==> src/rtl/nonce_collector_pkg.sv <==
// Shared constants and state encoding for the nonce collector and its tag FIFO.
package nonce_collector_pkg;

  localparam int NONCE_W = 32;
  localparam int HASH_W  = 256;

  localparam logic [NONCE_W-1:0] NONCE_MAX = '1;

  typedef enum logic [2:0] {
    S_IDLE,
    S_RUN,
    S_DRAIN,
    S_FOUND,
    S_EXHAUSTED
  } state_e;

endpackage

==> src/rtl/nonce_collector_tag_fifo.sv <==
// In-order FIFO of issued nonces awaiting their hash results; flush empties it.
module nonce_tag_fifo #(
  parameter int FIFO_DEPTH = 16,
  parameter int NONCE_W    = 32
) (
  input  logic                          clk,
  input  logic                          reset,
  input  logic                          push,
  input  logic                          pop,
  input  logic                          flush,
  input  logic [NONCE_W-1:0]            din,
  output logic [NONCE_W-1:0]            head,
  output logic [$clog2(FIFO_DEPTH):0]   count,
  output logic                          full
);

  localparam int AW = $clog2(FIFO_DEPTH);

  logic [NONCE_W-1:0] mem_q [FIFO_DEPTH];
  logic [AW-1:0]      wr_ptr_q, wr_ptr_d;
  logic [AW-1:0]      rd_ptr_q, rd_ptr_d;
  logic [AW:0]        count_q, count_d;
  logic               do_push, do_pop;

  assign full    = (count_q == (AW+1)'(FIFO_DEPTH));
  assign do_push = push && !full && !flush;
  assign do_pop  = pop && (count_q != '0) && !flush;
  assign head    = mem_q[rd_ptr_q];
  assign count   = count_q;

  always_comb begin
    wr_ptr_d = wr_ptr_q;
    rd_ptr_d = rd_ptr_q;
    count_d  = count_q;
    if (flush) begin
      wr_ptr_d = '0;
      rd_ptr_d = '0;
      count_d  = '0;
    end else begin
      if (do_push) wr_ptr_d = wr_ptr_q + 1'b1;
      if (do_pop)  rd_ptr_d = rd_ptr_q + 1'b1;
      if (do_push && !do_pop) count_d = count_q + 1'b1;
      else if (do_pop && !do_push) count_d = count_q - 1'b1;
    end
  end

  always_ff @(posedge clk) begin
    if (!reset) begin
      wr_ptr_q <= '0;
      rd_ptr_q <= '0;
      count_q  <= '0;
    end else begin
      wr_ptr_q <= wr_ptr_d;
      rd_ptr_q <= rd_ptr_d;
      count_q  <= count_d;
    end
  end

  always_ff @(posedge clk) begin
    if (do_push) mem_q[wr_ptr_q] <= din;
  end

endmodule

==> src/rtl/nonce_collector.sv <==
// Issues nonces to the SHA core, matches results in order and latches the first hit.
// Optional NONCE_COLLECTOR_STATS_EN adds hash_count/hit_count statistics outputs.
module nonce_collector #(
  parameter int NONCE_W    = nonce_collector_pkg::NONCE_W,
  parameter int HASH_W     = nonce_collector_pkg::HASH_W,
  parameter int FIFO_DEPTH = 16
) (
  input  logic               clk,
  input  logic               reset,
  input  logic               start,
  input  logic               stop,
  input  logic               clear,
  input  logic [NONCE_W-1:0] nonce_in,
  output logic               update,
  input  logic               hash_valid,
  input  logic [HASH_W-1:0]  hash,
  input  logic [HASH_W-1:0]  target,
  output logic               busy,
  output logic               found,
  output logic [NONCE_W-1:0] found_nonce,
  output logic               exhausted,
  output logic               err_underflow
`ifdef NONCE_COLLECTOR_STATS_EN
  ,
  output logic [31:0]        hash_count,
  output logic [7:0]         hit_count
`endif
);

  import nonce_collector_pkg::*;

  localparam int CW = $clog2(FIFO_DEPTH) + 1;

  state_e             state_q, state_d;
  logic               last_issued_q, last_issued_d;
  logic [NONCE_W-1:0] found_nonce_q, found_nonce_d;
  logic               err_q, err_d;

  logic [NONCE_W-1:0] head;
  logic [CW-1:0]      count;
  logic               full, fifo_empty, pop, hit, flush, push_last;

  assign fifo_empty = (count == '0);
  assign pop        = hash_valid && !fifo_empty;
  assign hit        = pop && (hash <= target);
  assign update     = (state_q == S_RUN) && !full && !last_issued_q;
  assign push_last  = update && (&nonce_in);
  assign flush      = clear && ((state_q == S_FOUND) || (state_q == S_EXHAUSTED));

  nonce_tag_fifo #(
    .FIFO_DEPTH (FIFO_DEPTH),
    .NONCE_W    (NONCE_W)
  ) u_fifo (
    .clk   (clk),
    .reset (reset),
    .push  (update),
    .pop   (pop),
    .flush (flush),
    .din   (nonce_in),
    .head  (head),
    .count (count),
    .full  (full)
  );

  always_comb begin
    state_d       = state_q;
    last_issued_d = last_issued_q;
    found_nonce_d = found_nonce_q;
    err_d         = err_q;
    if (hash_valid && fifo_empty) err_d = 1'b1;
    unique case (state_q)
      S_IDLE: begin
        if (start) begin
          state_d       = S_RUN;
          last_issued_d = 1'b0;
        end
      end
      S_RUN: begin
        if (push_last) last_issued_d = 1'b1;
        if (hit) begin
          state_d       = S_FOUND;
          found_nonce_d = head;
        end else if (stop || push_last) begin
          state_d = S_DRAIN;
        end
      end
      S_DRAIN: begin
        // No pushes happen in DRAIN, so the FIFO empties this edge when count equals pop.
        if (hit) begin
          state_d       = S_FOUND;
          found_nonce_d = head;
        end else if (count == CW'(pop)) begin
          state_d = S_EXHAUSTED;
        end
      end
      S_FOUND, S_EXHAUSTED: begin
        if (clear) begin
          state_d       = S_IDLE;
          found_nonce_d = '0;
          err_d         = 1'b0;
          last_issued_d = 1'b0;
        end
      end
      default: state_d = S_IDLE;
    endcase
  end

  always_ff @(posedge clk) begin
    if (!reset) begin
      state_q       <= S_IDLE;
      last_issued_q <= 1'b0;
      found_nonce_q <= '0;
      err_q         <= 1'b0;
    end else begin
      state_q       <= state_d;
      last_issued_q <= last_issued_d;
      found_nonce_q <= found_nonce_d;
      err_q         <= err_d;
    end
  end

  assign busy          = (state_q == S_RUN) || (state_q == S_DRAIN);
  assign found         = (state_q == S_FOUND);
  assign exhausted     = (state_q == S_EXHAUSTED);
  assign found_nonce   = found_nonce_q;
  assign err_underflow = err_q;

`ifdef NONCE_COLLECTOR_STATS_EN
  logic [31:0] hash_count_q, hash_count_d;
  logic [7:0]  hit_count_q, hit_count_d;

  always_comb begin
    hash_count_d = hash_count_q;
    hit_count_d  = hit_count_q;
    if (start && (state_q == S_IDLE)) begin
      hash_count_d = '0;
      hit_count_d  = '0;
    end else begin
      if (pop && (hash_count_q != '1)) hash_count_d = hash_count_q + 1'b1;
      if (hit && (hit_count_q != '1))  hit_count_d  = hit_count_q + 1'b1;
    end
  end

  always_ff @(posedge clk) begin
    if (!reset) begin
      hash_count_q <= '0;
      hit_count_q  <= '0;
    end else begin
      hash_count_q <= hash_count_d;
      hit_count_q  <= hit_count_d;
    end
  end

  assign hash_count = hash_count_q;
  assign hit_count  = hit_count_q;
`endif

endmodule

==> config.mk <==
export PLATFORM = sky130hd
export DESIGN_NAME = nonce_collector
export DESIGN_NICKNAME = d
export VERILOG_FILES = /design/src/rtl/nonce_collector_pkg.sv /design/src/rtl/nonce_collector_tag_fifo.sv /design/src/rtl/nonce_collector.sv
export SDC_FILE = /design/constraint.sdc
export NUM_CORES = 1
export LEC_CHECK = 0
export BUFFER_PORTS_ARGS = -buffer_cell sky130_fd_sc_hd__buf_2
export CAP_MARGIN = 25
export CORE_MARGIN = 8
export CORE_UTILIZATION = 55
export DETAILED_ROUTE_END_ITERATION = 10
export PLACE_DENSITY_LB_ADDON = 0.25
export SYNTH_ARGS = -nofsm -noshare
export SYNTH_HDL_FRONTEND = slang
export SYNTH_SLANG_ARGS = --single-unit
==> constraint.sdc <==
create_clock -name clk -period 3.65 [get_ports clk]
set_input_delay 0 -clock clk [delete_from_list [all_inputs] [get_ports clk]]
set_output_delay 0 -clock clk [all_outputs]
set_load 0.05 [all_outputs]
==> results of run 1 <==
-- sequential cells by signal, summed over array words and instances (netlist names), named ones only --
name / flops
last_issued_q: 1
err_underflow: 1
u_fifo.wr_ptr_q: 4
found_nonce: 32
u_fifo.count: 5
u_fifo.mem_q: 512
state_q: 3
u_fifo.rd_ptr_q: 4
-- through the flow --
stage	power, W	instance area (um2)	hold slack [ns]	setup TNS, ns
floorplan	0.0105	28200	0.0989	0
global placement	0.0117	32200	0.367	0
detailed placement	0.0119	32200	0.391	0
CTS	0.0179	34400	0.0497	0
global route	0.0185	34500	0.0817	-0.00498
finish	0.0179	34600	0.104	0
-- Yosys cell counts (2+ instances only) --
master and count:
a2111oi_0 3, a211oi_1 10, a21o_1 29, a21oi_1 112, a221o_1 4, a221oi_1 8, a31oi_1 3, and2_1 16
and3_1 5, and4_1 11, buf_1 11, buf_12 3, clkbuf_1 37, dfxtp_1 54, edfxtp_1 512, ha_1 265
inv_1 270, mux2i_1 35, mux4_2 160, nand2_1 140, nand2b_1 3, nand3_1 26, nand4_1 55, nor2_1 48
nor2b_1 4, nor3_1 17, nor3b_1 4, nor4_1 8, o211ai_1 4, o21ai_0 42, o21ai_2 2, or4_1 5
xnor2_1 5, xor2_1 7
-- cell families (layout without fill, tap and decap cells) --
logic type,count (synthesis),in the layout,share of synthesized area (%)
flops,566,566,58.3
fa+ha+maj,266,266,11.8
buf+inv,323,1033,4.50
mux,195,195,14.0
compound gates,228,228,4.81
simple gates,351,351,6.15
other cells,0,46,0
xor+xnor,12,12,0.373
-- power by group through the flow --
stage	clock (W)	sequential, W	combinational [W]
after floorplan	0	0.00782	0.00265
final	0.00595	0.00767	0.00431
after global placement	0	0.00774	0.00399
after detailed placement	0	0.00777	0.00410
after CTS	0.00596	0.00765	0.00424
after global routing	0.00620	0.00769	0.00458
-- timing repair --
| action | in CTS | in global routing |
|---|---|---|
| endpoints found under the setup margin | 0 | 1 |
| gates resized for setup | 0 | 3 |
| hold buffers | 36 | 0 |
| hold endpoints to repair | 521 | 0 |
-- cell usage in the layout, fill, tap and decap left out, types with 13 or more instances in the layout --
cell type and instances:
a21o_1 29, buf_4 25, ha_1 265, and2_1 16, nand3_1 26, mux2i_1 35, clkbuf_1 17, nor3_1 17
dlygate4sd3_1 36, buf_2 586, nand2_1 140, dfxtp_1 51, buf_12 13, edfxtp_1 512, mux4_2 160, diode_2 46
a21oi_1 112, nor2_1 48, clkbuf_16 55, o21ai_0 41, inv_1 270, nand4_1 55
-- worst reg2reg max path, delay by kind of cell (launching register included) --
kind | cells | cell delay, ns
flops | 1 | 0.37
mux | 1 | 0.12
simple gates | 4 | 0.85
compound gates | 3 | 1.19
buf+inv | 2 | 0.86
-- worst max-delay path by stage --
stage,startpoint,to,slack (ns),cells after the start
detailed placement,hash[254],found_nonce[28],0.14,13
CTS,u_fifo.count[0],state_q[0],0.07,11
finish,u_fifo.count[0],state_q[0],0.18,10
floorplan,target[254],found_nonce[0],0.57,14
global route,u_fifo.count[0],state_q[0],-0.005,10
global placement,hash[254],found_nonce[21],0.21,13
-- layout make-up --
cell class / instances / area [um2] / area share [%]
antenna: 46 / 115 / 0.333
clock inverter: 26 / 358 / 1.04
sequential: 566 / 16500 / 47.7
tap: 680 / 851 / 2.46
clock buffer: 76 / 1500 / 4.33
timing repair buffer: 661 / 3760 / 10.9
inverter: 270 / 1010 / 2.93
multi-input combinational: 1052 / 10500 / 30.4
-- metal layers --
layer	share of wire [%]	track usage, %	vias to the layer above
met3	10	9.52	383
met1	36	47.9	10428
met2	48	63.4	1706
li1	-	-	8778
met5	0.16	0	-
met4	6.0	18.0	28
==> summary.txt, run 1 <==
top cells by area, synth - edfxtp_1 54%, mux4_2 13%, ha_1 12%, dfxtp_1 3.8%, inv_1 3.6%
worst skew pair latency - 0.62 ns
element type at the critical path start - flop
Overflow after GRT - 0
worst-case hold path end point - found_nonce[3]
Nets - 3421
Yosys top cell area share - 54.5%
Leak - 14.5 nW
Syn Nets - 2757
synthesized area per cell - 14.5 um2
Max IR drop VDD - 0.000778 V
Async SR Flop Fraction - 0%
Port Buf Inserts - 586
# fillers - 3519
hold path start - reset
drt drc - 0
1st-pass router iterations - 5
DP HPWL - 83500 um
WP data arrival - 4.01 ns
Core Area - 51000 um2
Die ar. - 58800 um2
Tightest Pin Transition - 1.08 ns
Reg2Reg Depth - 10
crit path buf inv count - 2
vias in the first global route - 21.4k
sequential fraction of the synthesis area - 58.3%
clk_skew - 0.0269 ns
max-cap viol count - 0
total CTS buffers - 54
Cells after DPL - 3193
P_int - 0.0128 W
final max-slew violation count - 0
Primary FF master, synth - edfxtp_1
clock sink total - 566
initial DRC count - 2467
Die Width - 242 um
Crit path required time - 4.18 ns
pin count of the biggest net entering global routing - 43
endpoints failing setup - 0
CTS tree - yes
Clock transition at path regs - 0.06 ns
area leader, netlist - edfxtp_1
Hold Violations, Final - 0
Finished Layout Cells - 3377
Combinational Power Share - 24.0%
post-CTS setup buffers - 0
via-per-instance ratio - 6.31
Cell variety after synth - 57
routed len/inst - 34.7 um
Rows - 83
setup ws final - 0.177 ns
Crit-path slowest cell - dlygate4sd3_1
Ports - 587
Initial Util - 55.3%
R2R Path Start - u_fifo.count[0]
Hold WC Path Type - input pin to flop
reg-to-reg endpoint - state_q[0]
crit-path cells - or4_1 -> o21ai_1 -> buf_4 -> nor3_1 -> nand3_1 -> nand2_1 -> o21ai_2 -> mux2i_1 -> a2111oi_0 -> dlygate4sd3_1
final core occ - 67.8%
crit path kind - flop to flop
CTS root buf - clkbuf_16
Critical Path Sink Type - flop
EDFF count, synth - 512
Hold Path Cell Cnt - 4
layout cells sized above 1 - 33.1%
Sequential Power Share - 42.8%
Routed WL - 117000 um
Switch Pwr - 0.00513 W
Critical Path Fanout Max - 6
Critical Path Max Stage Delay - 0.63 ns
Ys Warns - 0
CP delay by family, top - compound AO/OA/AOI/OAI gates
Tmin final - 3.47 ns
worst rel slew slack - 27.8%
gr usage total - 38.6%
Final period util - 95.1%
CTS HTree Levels - 2
Power Dens Cells - 519 nW/um2
Fmax achieved - 0.288 GHz
Max Buffers Root-to-Sink - 3
Clock power frac - 33.2%
Net Sw Frac - 28.6%
Routed Antenna Nets - 0
first-pass GRT wire length - 161000 um
antenna violations before repair - 69
via count - 21.3k
Die Ht - 242 um
Mapped Cells - 1941
Setup WS pre-CTS - 0.136 ns
synthesis-stage register bit count - 566
GP Congestion - 1.08
R2R Setup Slk - 0.18 ns
Area Overhead vs Synth - 22.5%
mapped cell area - 28200 um2
outcome - finished clean
Power figures use the tool's default switching activity.
==> inputs of run 2 (changes only) <==
BUFFER_PORTS_ARGS = not set   (was -buffer_cell sky130_fd_sc_hd__buf_2)
DONT_BUFFER_PORTS = 1   (was not set)
MAX_ROUTING_LAYER = met4   (was not set)
==> run 2 against run 1 <==
First-iteration DRC count shrank 19%. Sequential share of layout area rose by 4.6 points. Die area unchanged. Non-clock buffer count fell by 583. Critical path depth grew 2. Via count decreased by 15%. Final cell count fell by 18%. Register-to-register slack gained 0.06 ns. Critical path type unchanged. Critical endpoint is now found_nonce[31]. Highest routed layer is now met4.
==> summary.txt, run 2 (synthesis gave the netlist of run 1 again) <==
Tightest Pin Transition - 0.978 ns
FF+latch area - 16500 um2
crit-path cells - or4_1 -> o21ai_1 -> buf_4 -> a2111oi_0 -> o21ai_0 -> a221oi_1 -> o21ai_0 -> o21ai_2 -> o21ai_2 -> o31a_2 -> buf_12 -> mux2i_1
area of the multi-input gates - 10500 um2
RSZ-0062 raised after global routing - false
Crit path required time - 4.17 ns
Tmin final - 3.42 ns
Die Width - 242 um
Clock transition at path regs - 0.06 ns
pin count of the biggest net entering global routing - 79
Critical Path Sink Type - flop
Nets - 2839
commonest non-fill, non-tap cells in the layout - 512 x edfxtp_1, 270 x inv_1, 265 x ha_1
commonest non-fill, non-tap cell in the layout - edfxtp_1
Core Area - 51000 um2
max FFs per register - 512
Power Dens Cells - 532 nW/um2
Hold WS - 0.0421 ns
Max Buffers Root-to-Sink - 3
vias in the first global route - 17.4k
Hold Violations, Final - 0
Ports - 587
setup TNS - 0 ns
worst skew pair latency - 0.62 ns
register bank with the most flops - u_fifo.mem_q
max-cap viol count - 0
R2R Setup Slk - 0.23 ns
crit path kind - flop to flop
drt drc - 0
1st-pass router iterations - 5
total CTS buffers - 55
post-CTS setup buffers - 0
endpoints failing setup - 0
clock sink total - 566
CTS HTree Levels - 2
Critical Path Max Stage Delay - 0.46 ns
Rows - 83
via-per-instance ratio - 6.50
first-pass GRT wire length - 142000 um
outcome - finished clean
# fillers - 3652
gr usage total - 35.7%
Final period util - 93.6%
Area Overhead vs Synth - 11.8%
CTS root buf - clkbuf_16
CTS tree - yes
Critical Path Fanout Max - 32
Routed WL - 105000 um
Max IR drop VDD - 0.000534 V
Die ar. - 58800 um2
element type at the critical path start - flop
Port Buf Inserts - 0
GP Congestion - 1.08
antenna violations before repair - 38
Routed Antenna Nets - 0
layout cells sized above 1 - 14.8%
Initial Util - 55.3%
DP HPWL - 81600 um
worst rel slew slack - 34.8%
Leak - 12.1 nW
final max-slew violation count - 0
Post-CTS Resized - 0
Die Ht - 242 um
clk_skew - 0.0304 ns
WP data arrival - 3.94 ns
Crit-path slowest cell - a2111oi_0
Overflow after GRT - 0
via count - 18.1k
initial DRC count - 2005
Fmax achieved - 0.293 GHz
Hold WC Path Type - input pin to flop
routed len/inst - 37.6 um
-- run 2: worst paths after layout --
kind | startpoint | endpoint | cells after the start
max | u_fifo.count[0] | found_nonce[31] | 12
min | nonce_in[20] | last_issued_q | 4
max reg2reg | u_fifo.count[0] | found_nonce[31] | 12
min reg2reg | last_issued_q | last_issued_q | 2
-- run 2: layout make-up --
| type | instances | share of cell area (%) |
|---|---|---|
| Antenna cell | 35 | 0.278 |
| Tap cell | 680 | 2.70 |
| Clock inverter | 26 | 0.607 |
| Clock buffer | 77 | 4.85 |
| Inverter | 270 | 3.21 |
| Timing Repair Buffer | 78 | 2.79 |
| Multi-Input combinational cell | 1052 | 33.4 |
| Sequential cell | 566 | 52.2 |
-- run 2: power by group --
| part | switching (W) | leakage (nW) | total (W) | internal, W |
|---|---|---|---|---|
| logic | 0.00180 | 6.22 | 0.00354 | 0.00174 |
| registers | 0.000455 | 5.05 | 0.00782 | 0.00737 |
| clock network | 0.00241 | 0.840 | 0.00542 | 0.00301 |
| total | 0.00467 | 12.1 | 0.0168 | 0.0121 |
-- run 2: per-stage QoR --
step	setup WS (ns)	instances	total power, W	cell area [um2]	util [%]
floorplan	0.570	1941	0.0105	28200	-
global placement	0.176	2602	0.0113	29200	57.3
detailed placement	0.184	2606	0.0114	29300	57.5
CTS	0.307	2749	0.0168	31500	61.7
global route	0.00873	2778	0.0174	31500	61.8
finish	0.233	2784	0.0168	31500	61.9
-- run 2: critical path, delay by kind of cell, from the launching register on --
| family | cells | cell delay (ns) |
|---|---|---|
| AO/OA/AOI/OAI | 8 | 2.05 |
| AND/OR/NAND/NOR | 1 | 0.20 |
| multiplexers | 1 | 0.22 |
| buffers and inverters | 2 | 0.40 |
| flip-flops | 1 | 0.45 |
-- run 2: per-layer routing --
metal	up-vias	global-route usage [%]	share of wire, %
li1	7615	-	-
met1	9234	46.2	39
met2	1092	55.7	48
met3	153	8.32	9.9
met4	0	11.8	3.2
met5	-	-	0
-- run 2: timing repair --
action,CTS,global route
hold buffers,40,0
endpoints found under the hold margin,557,0
endpoints found under the setup margin,0,0
